==> src/rtl/mult_pkg.sv <==
// Shared definitions for the multiplier datapath and its downstream accumulator.
// Holds the product width, the accumulator state encoding and a width helper.
package mult_pkg;

    localparam int PROD_W = 16;

    typedef enum logic [1:0] {
        IDLE,
        ACCUM,
        HOLD
    } acc_state_e;

    // Ceiling log2, usable in constant expressions for counter widths.
    function automatic int clog2(input int value);
        int result;
        result = 0;
        for (int v = value - 1; v > 0; v = v >> 1) begin
            result++;
        end
        return result;
    endfunction

endpackage

==> src/rtl/dot_product_accumulator.sv <==
// Sums each group of VEC_LEN unsigned products from the multiplier and presents
// the registered dot product plus a sticky overflow flag on a valid/ready port.
module dot_product_accumulator
    import mult_pkg::*;
#(
    parameter int VEC_LEN = 8,
    parameter int ACC_W   = 24
) (
    input  logic              clk,
    input  logic              rst_n,
    input  logic              in_valid,
    output logic              in_ready,
    input  logic [PROD_W-1:0] in_product,
    input  logic              flush,
    output logic              out_valid,
    input  logic              out_ready,
    output logic [ACC_W-1:0]  out_sum,
    output logic              out_overflow,
    output logic              busy
);

    localparam int CNT_W = clog2(VEC_LEN + 1);
    localparam int SUM_W = ACC_W + 1;
    localparam logic [CNT_W-1:0] LAST_COUNT = CNT_W'(VEC_LEN);

    if (VEC_LEN < 2 || VEC_LEN > 256 || ACC_W < 16 || ACC_W > 32) begin : g_param_check
        $error("dot_product_accumulator: VEC_LEN must be 2..256 and ACC_W 16..32");
    end

    acc_state_e       state_q, state_d;
    logic [ACC_W-1:0] acc_q, acc_d;
    logic             ovf_q, ovf_d;
    logic [CNT_W-1:0] count_q, count_d;
    logic [ACC_W-1:0] out_sum_q, out_sum_d;
    logic             out_ovf_q, out_ovf_d;
    logic             out_valid_q, out_valid_d;
    logic             busy_q, busy_d;

    logic             flush_abort;
    logic             accept;
    logic [SUM_W-1:0] sum_wide;
    logic [CNT_W-1:0] count_inc;

    // NOTE: every signal written here gets a default first so no path leaves it
    // unassigned; a missing default would infer a latch.
    always_comb begin
        state_d     = state_q;
        acc_d       = acc_q;
        ovf_d       = ovf_q;
        count_d     = count_q;
        out_sum_d   = out_sum_q;
        out_ovf_d   = out_ovf_q;

        flush_abort = flush && (state_q == ACCUM);
        in_ready    = ((state_q != HOLD) || out_ready) && !flush_abort;
        accept      = in_valid && in_ready;
        sum_wide    = {1'b0, acc_q} + SUM_W'(in_product);
        count_inc   = count_q + 1'b1;

        unique case (state_q)
            IDLE: begin
                if (accept) begin
                    acc_d   = ACC_W'(in_product);
                    ovf_d   = 1'b0;
                    count_d = CNT_W'(1);
                    state_d = ACCUM;
                end
            end
            ACCUM: begin
                if (flush_abort) begin
                    acc_d   = '0;
                    ovf_d   = 1'b0;
                    count_d = '0;
                    state_d = IDLE;
                end else if (accept) begin
                    acc_d   = sum_wide[ACC_W-1:0];
                    ovf_d   = ovf_q | sum_wide[ACC_W];
                    count_d = count_inc;
                    if (count_inc == LAST_COUNT) begin
                        out_sum_d = sum_wide[ACC_W-1:0];
                        out_ovf_d = ovf_q | sum_wide[ACC_W];
                        count_d   = '0;
                        state_d   = HOLD;
                    end
                end
            end
            HOLD: begin
                // Consuming the result and starting the next vector share one edge.
                if (out_ready) begin
                    if (accept) begin
                        acc_d   = ACC_W'(in_product);
                        ovf_d   = 1'b0;
                        count_d = CNT_W'(1);
                        state_d = ACCUM;
                    end else begin
                        state_d = IDLE;
                    end
                end
            end
            default: state_d = IDLE;
        endcase

        out_valid_d = (state_d == HOLD);
        busy_d      = (state_d == ACCUM);
    end

    // NOTE: sequential state uses non-blocking assignments so every flop samples
    // values from before the edge, independent of statement order.
    always_ff @(posedge clk or negedge rst_n) begin
        if (!rst_n) begin
            state_q     <= IDLE;
            acc_q       <= '0;
            ovf_q       <= 1'b0;
            count_q     <= '0;
            out_sum_q   <= '0;
            out_ovf_q   <= 1'b0;
            out_valid_q <= 1'b0;
            busy_q      <= 1'b0;
        end else begin
            state_q     <= state_d;
            acc_q       <= acc_d;
            ovf_q       <= ovf_d;
            count_q     <= count_d;
            out_sum_q   <= out_sum_d;
            out_ovf_q   <= out_ovf_d;
            out_valid_q <= out_valid_d;
            busy_q      <= busy_d;
        end
    end

    assign out_valid    = out_valid_q;
    assign out_sum      = out_sum_q;
    assign out_overflow = out_ovf_q;
    assign busy         = busy_q;

endmodule

==> config.mk <==
export PLATFORM = sky130hd
export DESIGN_NAME = dot_product_accumulator
export DESIGN_NICKNAME = d
export VERILOG_FILES = /design/src/rtl/mult_pkg.sv /design/src/rtl/dot_product_accumulator.sv
export SDC_FILE = /design/constraint.sdc
export NUM_CORES = 1
export LEC_CHECK = 0
export ABC_CLOCK_PERIOD_IN_PS = 5490
export CAP_MARGIN = 20
export CORE_ASPECT_RATIO = 0.75
export CORE_UTILIZATION = 35
export DETAILED_ROUTE_END_ITERATION = 8
export PLACE_DENSITY = 0.54
export SETUP_SLACK_MARGIN = 0.4
export SLEW_MARGIN = 20
export SYNTH_ARGS = -nofsm -noshare
export SYNTH_HDL_FRONTEND = slang
export SYNTH_SLANG_ARGS = --single-unit
==> constraint.sdc <==
create_clock -name clk -period 5.49 [get_ports clk]
set_input_delay 0.549 -clock clk [delete_from_list [all_inputs] [get_ports clk]]
set_output_delay 0.549 -clock clk [all_outputs]
set_load 0.05 [all_outputs]
==> flow_summary.toml <==
[status]
status = "finished, final reports clean"

[place]
placed_cell_area_um2 = 4070
port_buffers = 48
dp_cells = 529
dp_hpwl_mm = 5.88
place.gp.congestion = 0.802

[layout]
fillers = 974
areaGrowthSynthToFinish_pct = 24.1
drive_gt1_share_pct = 10.4
num_antenna_cells = 0
fin_nets = 448
fin_cells = 544
design_area_um2 = 4340

[synthesis]
synthArstFlopShare_pct = 100
ys_ff_latch = 58
yosys_warnings = 0
ys_types = 56
avgSynthCellArea_um2 = 9.67
synth.most_common_cell = "dfrtp_1"
synth_top_family_by_area = "compound AO/OA/AOI/OAI gates"
synth_fa_ha_area_share_pct = 7.01
synth.net_count = 402
yosysSeqAreaShare_pct = 41.5
synthTopCellsByCount = "dfrtp_1 (58), nand2_1 (41), o21ai_0 (29), a21oi_1 (27)"
ys.flop_type = "dfrtp_1"
synth_area_leader_cell = "dfrtp_1"
synth_edf_count = 0
synth_top_area_share_pct = 41.5
synthTopCellsByArea = "dfrtp_1 (41%), ha_1 (6.4%), xnor2_1 (5.0%)"
synth-compound-area-share_pct = 24.8
synth_mux_area_share_pct = 2.79
synth_xor_area_share_pct = 5.75
synthSimpleGateAreaFrac_pct = 14.7
synth_area_um2 = 3500
synthCells = 362

[routing]
drc = 0
wire_per_inst_um = 15.3
dr.pass1.iters = 6
routed_wl_mm = 8.34
num_vias = 2837
drt_iter0_markers = 141
ant_nets = 0
avgViaCountPerCell = 5.22

[clock_tree]
clockRootBuffer = "clkbuf_16"
cts_buffer_depth = 2
cts_hold_buf = 0
insertion_delay_ns = 0.33
cts_tree = "yes"
ctsResizeCount = 0
htreeDepth = 3
cts.sinks = 58
postCtsSetupBuffers = 0
numCtsBuffers = 9
clk_pin_slew_ns = 0.05

[hold_path]
hold_class = "in2async"

[sta]
final_period_minus_worst_setup_slack_ns = 2.80
finalCritPeriodShare_pct = 50.9
rsz0062_at_grt = "no"
slew_viol_final = 0
slew-limit-headroom_pct = 29.5
fmax_ghz = 0.358
tightest_slew_ns = 1.05
finalHoldViolCount = 0
finalSetupTns_ns = 0
setup_viol = 0
fin_skew_ns = 0.00616

[power_and_ir_drop]
p_per_area_nw_per_um2 = 345
p_leak_nw = 1.86
ir_drop_uv = 163
power.total_mw = 1.50

[grt]
grt_util_all_layers_pct = 17.6
grt_pass1_vias = 2717
grt_pass1_wl_mm = 13.9
gr-total-overflow = 0
antenna_found_initial = 0
grt_max_degree = 59

[floorplanning]
fp.dieH_um = 88.6
dieArea_um2 = 10400
initial_utilization_pct = 36.1
rows = 31
ios = 49
core_area_um2 = 9700
die_width_um = 117

[worst_setup_path]
critical_path_required_ns = 5.70
path_max_fanout = 8
start_kind = "primary input"
worstSetupEndpointType = "register"
arrival_ns = 3.01
rr_worst_depth = 9
path_class = "in2reg"
r2r_slack_ns = 3.07

[flow_run]
cap_violations = 0
## kinds of logic after synthesis
group | Yosys count
xor gates and xnor gates | 23
AOI/OAI and AO/OA | 130
and+or+nand+nor | 99
adders and majority gates | 19
muxes | 8
DFF | 58
buffers and inverters | 25
## layout make-up
type / count / area (µm²) / share of cell area (%)
timing repair buffer: 50 / 490 / 11.3
clock buffer: 13 / 260 / 5.99
multi-input combinational: 279 / 1930 / 44.3
tap: 132 / 165 / 3.80
clock inverter: 2 / 12.5 / 0.288
inverter: 10 / 37.5 / 0.864
sequential: 58 / 1450 / 33.4
## cells in the final DEF, fill, tap and decap left out, types with 5 or more instances in the layout
master and instances:
nand3_1 6, nor2_1 18, xnor2_1 20, dfrtp_1 58, o21ai_1 20, nand2_1 41
nor3_1 5, a21o_1 6, inv_1 10, a22oi_1 9, a21oi_1 27, o21ai_0 29
a211oi_2 5, clkdlybuf4s50_1 47, mux2_2 6, clkbuf_16 9, ha_1 18, nand2b_1 7
## routing by layer
layer,track usage (%),wire length (µm),vias to the layer above
met5,0,0,-
met4,5.01,55,0
met3,5.15,303,5
met2,28.1,3650,59
met1,23.4,4330,1363
li1,-,-,1410
## worst max-delay path, stage by stage
cell and delay (ns):
clkdlybuf4s50_1 0.49, ha_1 0.21, inv_1 0.07, fa_1 0.41, nand2b_1 0.19, a21oi_1 0.23, o21ai_2 0.20, a211oi_2 0.29
o21ai_0 0.12, a22o_1 0.23
## where the power goes
group	switching [mW]	internal (mW)	total [mW]	leakage (nW)
registers	0.0320	0.467	0.499	0.768
logic	0.298	0.186	0.484	0.958
clock network	0.188	0.326	0.515	0.132
total	0.519	0.979	1.50	1.86
## final timing paths
check,from,to
worst max-delay path,in_product[0],acc_q[18]
worst min-delay path,rst_n,busy
worst max register to register,acc_q[0],acc_q[18]
worst min register to register,out_sum[15],out_sum[15]
max in group asynchronous,rst_n,acc_q[15]
min in group clk,out_sum[15],out_sum[15]
## stage by stage
stage / hold WS (ns) / util (%) / worst slack [ns]
floorplan: 0.253 / - / 3.15
CTS: 0.420 / 44.8 / 2.71
global placement: 0.468 / 42.0 / 2.45
global route: 0.452 / 44.8 / 2.54
finish: 0.367 / 44.8 / 2.69
detailed placement: 0.475 / 42.0 / 2.36
## sequential cells by signal, indices dropped and copies added (netlist names)
signal        count
out_sum          24
acc_q            24
count_q           4
state_q           2
out_overflow      1
out_valid         1
busy              1
ovf_q             1
Note: power is estimated with default switching activity, not from simulation.
